`src/rtl/fsm_seq_pkg.sv`:
```
// rtl/fsm_seq_pkg.sv - shared state encoding and length-width helper for the fsm_seq family
package fsm_seq_pkg;

    typedef enum logic [1:0] {
        IDLE  = 2'd0,
        SHIFT = 2'd1,
        GAP   = 2'd2,
        DONE  = 2'd3
    } seq_state_t;

    // Width of a field able to hold 0..width inclusive.
    function automatic int len_w(input int width);
        return $clog2(width + 1);
    endfunction

endpackage

```
`src/rtl/seq_piso.sv`:
```
// rtl/seq_piso.sv - parallel-in/serial-out register, MSB-first, pattern top-aligned by length
module seq_piso
    import fsm_seq_pkg::*;
#(
    parameter int  WIDTH = 16,
    localparam int LW    = len_w(WIDTH)
) (
    input  logic             clk,
    input  logic             clr,
    input  logic             load,
    input  logic             shift,
    input  logic             clear,
    input  logic [WIDTH-1:0] data,
    input  logic [LW-1:0]    len,
    output logic             bit_out
);

    logic [WIDTH-1:0] sr;

    // Loading top-aligned drops bits above len-1 and leaves zeros behind the
    // last valid bit, so the serial output is 0 once the pattern is shifted out.
    always_ff @(posedge clk or negedge clr) begin
        if (!clr) begin
            sr <= '0;
        end else if (clear) begin
            sr <= '0;
        end else if (load) begin
            sr <= data << (LW'(WIDTH) - len);
        end else if (shift) begin
            sr <= sr << 1;
        end
    end

    assign bit_out = sr[WIDTH-1];

endmodule

```
`src/rtl/fsm_seq_tx.sv`:
```
// rtl/fsm_seq_tx.sv - serial pattern transmitter with repeat count and optional inter-repeat gap
module fsm_seq_tx
    import fsm_seq_pkg::*;
#(
    parameter int  WIDTH   = 16,
    parameter int  RPT_W   = 4,
    parameter int  GAP_CYC = 0,
    localparam int LW      = len_w(WIDTH)
) (
    input  logic             clk,
    input  logic             clr,
    input  logic             start,
    input  logic [WIDTH-1:0] pattern,
    input  logic [LW-1:0]    len,
    input  logic [RPT_W-1:0] rpt,
    output logic             ready,
    output logic             x,
    output logic             x_valid,
    output logic             done
);

    localparam int GW = (GAP_CYC > 0) ? $clog2(GAP_CYC + 1) : 1;

    seq_state_t       state_q, state_d;
    logic [WIDTH-1:0] pat_q, pat_d;
    logic [LW-1:0]    len_q, len_d;
    logic [LW-1:0]    cnt_q, cnt_d;
    logic [RPT_W-1:0] rpt_q, rpt_d;
    logic [GW-1:0]    gap_q, gap_d;
    logic [LW-1:0]    len_eff;
    logic             p_load, p_shift, p_clear;
    logic [WIDTH-1:0] ld_data;
    logic [LW-1:0]    ld_len;

    assign len_eff = (len == '0 || len > LW'(WIDTH)) ? LW'(WIDTH) : len;

    always_ff @(posedge clk or negedge clr) begin
        if (!clr) begin
            state_q <= IDLE;
            pat_q   <= '0;
            len_q   <= '0;
            cnt_q   <= '0;
            rpt_q   <= '0;
            gap_q   <= '0;
        end else begin
            state_q <= state_d;
            pat_q   <= pat_d;
            len_q   <= len_d;
            cnt_q   <= cnt_d;
            rpt_q   <= rpt_d;
            gap_q   <= gap_d;
        end
    end

    always_comb begin
        state_d = state_q;
        pat_d   = pat_q;
        len_d   = len_q;
        cnt_d   = cnt_q;
        rpt_d   = rpt_q;
        gap_d   = gap_q;
        p_load  = 1'b0;
        p_shift = 1'b0;
        p_clear = 1'b0;
        ld_data = pat_q;
        ld_len  = len_q;
        unique case (state_q)
            IDLE: begin
                if (start) begin
                    pat_d   = pattern;
                    len_d   = len_eff;
                    rpt_d   = rpt;
                    cnt_d   = len_eff - LW'(1);
                    p_load  = 1'b1;
                    ld_data = pattern;
                    ld_len  = len_eff;
                    state_d = SHIFT;
                end
            end
            SHIFT: begin
                if (cnt_q != '0) begin
                    cnt_d   = cnt_q - LW'(1);
                    p_shift = 1'b1;
                end else if (rpt_q != '0) begin
                    rpt_d = rpt_q - RPT_W'(1);
                    cnt_d = len_q - LW'(1);
                    // With no gap the reload lands exactly under the next bit slot.
                    if (GAP_CYC > 0) begin
                        p_clear = 1'b1;
                        gap_d   = GW'(GAP_CYC - 1);
                        state_d = GAP;
                    end else begin
                        p_load = 1'b1;
                    end
                end else begin
                    p_shift = 1'b1;
                    state_d = DONE;
                end
            end
            GAP: begin
                if (gap_q == '0) begin
                    p_load  = 1'b1;
                    state_d = SHIFT;
                end else begin
                    gap_d = gap_q - GW'(1);
                end
            end
            DONE: begin
                state_d = IDLE;
            end
            default: begin
                state_d = IDLE;
            end
        endcase
    end

    seq_piso #(.WIDTH(WIDTH)) u_piso (
        .clk     (clk),
        .clr     (clr),
        .load    (p_load),
        .shift   (p_shift),
        .clear   (p_clear),
        .data    (ld_data),
        .len     (ld_len),
        .bit_out (x)
    );

    assign ready   = (state_q == IDLE);
    assign x_valid = (state_q == SHIFT);
    assign done    = (state_q == DONE);

endmodule

```
`config.mk`:
```
export PLATFORM = sky130hd
export DESIGN_NAME = fsm_seq_tx
export DESIGN_NICKNAME = d
export VERILOG_FILES = /design/src/rtl/fsm_seq_pkg.sv /design/src/rtl/seq_piso.sv /design/src/rtl/fsm_seq_tx.sv
export SDC_FILE = /design/constraint.sdc
export NUM_CORES = 1
export LEC_CHECK = 0
export CORE_UTILIZATION = 55
export CTS_CLUSTER_DIAMETER = 60
export DETAILED_ROUTE_END_ITERATION = 6
export GPL_TIMING_DRIVEN = 1
export MAX_ROUTING_LAYER = met4
export PLACE_DENSITY = 0.77
export SYNTH_ARGS = -nofsm -noshare
export SYNTH_HDL_FRONTEND = slang
export SYNTH_HIERARCHICAL = 1
export SYNTH_SLANG_ARGS = --single-unit
```
`constraint.sdc`:
```
create_clock -name clk -period 6.5 [get_ports clk]
set_input_delay 0.65 -clock clk [delete_from_list [all_inputs] [get_ports clk]]
set_output_delay 0.65 -clock clk [all_outputs]
set_load 0.05 [all_outputs]
```
==> flow_metrics.py <==
metrics = {
    "global_route": {
        "grt_max_degree": 49,
        "grt_usage_pct": 24.0,
        "grt_first_pass_wirelength_mm": 11.3,
        "grt_pass1_vias": 2419,
        "antenna_found_initial": 0,
        "grt_overflow": 0,
    },
    "cells_and_area": {
        "seqCellArea_mm2": 0.00120,
        "diodes": 0,
        "multiInputGateArea_mm2": 0.00188,
        "final_nets": 348,
        "final_cells": 388,
        "area_growth_pct": 13.2,
        "fill_cells": 432,
        "layout-drive-gt1-share_pct": 23.1,
    },
    "outcome": {
        "outcome": "complete, no violations",
    },
    "sta": {
        "rsz0062_at_grt": "false",
        "slew_headroom_pct": 30.0,
        "fin_crit_sh_pct": 68.9,
        "fin_skew_ps": 6.63,
        "hold_viol_final": 0,
        "max_freq_mhz": 223,
        "period_needed_ps": 4480,
        "hold_ws_ps": 496,
        "worstMarginPinSlew_ps": 1050,
        "maxSlewViolCount": 0,
        "setup_viol": 0,
        "tns_ps": 0,
    },
    "pwr": {
        "power_density_mw_per_mm2": 528,
        "p_total_mw": 1.93,
        "ir_worst_vdd_mv": 0.340,
        "power_leakage_nw": 1.60,
    },
    "worst_setup_path": {
        "end_kind": "flop",
        "worstPathRequired_ps": 6670,
        "path_class": "in2reg",
        "cp.arrival_ps": 4650,
        "cp-start-kind": "input pin",
        "critPathMaxFanout": 20,
    },
    "synth": {
        "yosysMostFrequentCell": "dfrtp_1",
        "syn_inst": 286,
        "ys_types": 65,
        "ys.flop_type": "dfrtp_1",
        "synthArstFlopShare_pct": 100,
        "ys_seq_area_share_pct": 37.1,
        "synth_warnings": 6,
        "synth_common_cells": "dfrtp_1, mux2_2, nand2_1",
        "avgSynthCellArea_um2": 11.3,
        "ys_seq_elements": 48,
        "yosysTopAreaCell": "dfrtp_1",
        "synthTopCellsByArea": "dfrtp_1, mux2_2, mux4_2",
        "synthesis.area_mm2": 0.00324,
        "yosysTopAreaCellShare_pct": 37.1,
        "synth_edf_count": 0,
    },
    "floorplan": {
        "core_area_mm2": 0.00557,
        "rows": 27,
        "die_w_um": 78.7,
        "boundaryPins": 32,
        "fp.dieArea_mm2": 0.00620,
        "start_util_pct": 58.1,
        "die_y_um": 78.7,
    },
    "detailed_routing": {
        "drc": 0,
        "wl_per_cell_um": 16.4,
        "drt_iter0_drc": 136,
        "ant_nets": 0,
        "viasPerCell": 6.02,
        "routed_wl_mm": 6.37,
        "dr.pass1.iters": 4,
        "via_count": 2334,
    },
    "cts": {
        "cts_setup_buffers": 0,
        "cts_buffers": 5,
        "clock_sinks": 48,
        "max-clock-path-buffers": 2,
        "clock_latency_ps": 290,
        "cts-root-buf": "clkbuf_8",
        "post_cts_resize_count": 0,
        "htree_levels": 2,
        "holdBufCountCts": 0,
        "clkTransAtPathRegs_ps": 90,
        "cts_tree": "done",
    },
    "placement": {
        "port_buffers": 31,
        "dp_cells": 381,
        "dpl.hpwl_mm": 4.70,
        "routabilityCongestion": 0.902,
    },
    "run": {
        "cap_violations": 0,
    },
    "hold_path": {
        "min_path_type": "reg2reg",
    },
}
## final cells by class
cell class,count,share of cell area (%)
well taps,72,2.46
clock buffers,7,2.63
multi-input cells,211,51.4
inverters,15,1.54
flip-flops and latches,48,32.8
repair buffers,35,9.15
## power by group
group / switching, mW / internal, mW / total [mW]
registers: 0.0555 / 0.398 / 0.453
logic: 0.672 / 0.619 / 1.29
clock network: 0.0940 / 0.0949 / 0.189
## worst paths after layout
check	startpoint	to	slack, ps	cells past startpoint
worst max-delay path	len[0]	u_piso/sr[15]	2020	11
worst min-delay path	u_piso/sr[0]	u_piso/sr[0]	500	2
worst max register to register	state_q[0]	u_piso/sr[15]	2220	9
worst min register to register	u_piso/sr[0]	u_piso/sr[0]	500	2
max in group asynchronous	clr	u_piso/sr[5]	5310	1
min in group asynchronous	clr	cnt_q[2]	540	1
## per-stage QoR
step / setup WS [ps] / cell area (µm²) / util [%]
final: 2020 / 3660 / 65.7
after global routing: 1750 / 3660 / 65.7
after CTS: 2010 / 3660 / 65.7
after detailed placement: 1700 / 3570 / 64.0
after global placement: 1770 / 3570 / 64.0
after floorplan: 2290 / 3250 / -
## layer usage
metal / global-route usage, % / routed length, µm / up-vias
met2: 37.7 / 3040 / 64
met4: 7.04 / 64 / 0
met5: - / 0 / -
li1: - / - / 1129
met3: 3.68 / 317 / 8
met1: 32.5 / 2950 / 1133
## kinds of logic after synthesis
logic type	Yosys count	share of synthesized area (%)
xor gates and xnor gates	5	1.58
buffers and inverters	30	5.02
and+or+nand+nor	84	15.6
muxes	57	24.9
other	1	0.116
DFF	48	37.1
AOI/OAI and AO/OA	57	14.1
adders and majority gates	4	1.55
## cells in the final DEF (no fill, tap or decap), drive strengths merged, types with 5 or more instances in the layout
master and n:
a21oi 6, a22o 5, buf 5, clkbuf 7, clkdlybuf4s50 30, dfrtp 48, inv 14, mux2 33
mux2i 13, mux4 11, nand2 17, nand2b 10, nand3 7, nand4 11, nor2 12, nor3 5
o21ai 16
## registers in the layout, indices dropped and copies added, names as in the netlist
register,cells
rpt_q,4
len_q,5
state_q,2
u_piso/sr,16
pat_q,16
cnt_q,5
## worst max-delay path, stage by stage
cell and delay, ps:
clkdlybuf4s50_1 420, or4_1 530, ha_1 320, nand2b_1 170
o21ai_0 470, inv_1 100, ha_1 890, mux2_4 380
mux4_1 520, clkinv_1 110, o221ai_2 90
Note: power is estimated with default switching activity, not from simulation.
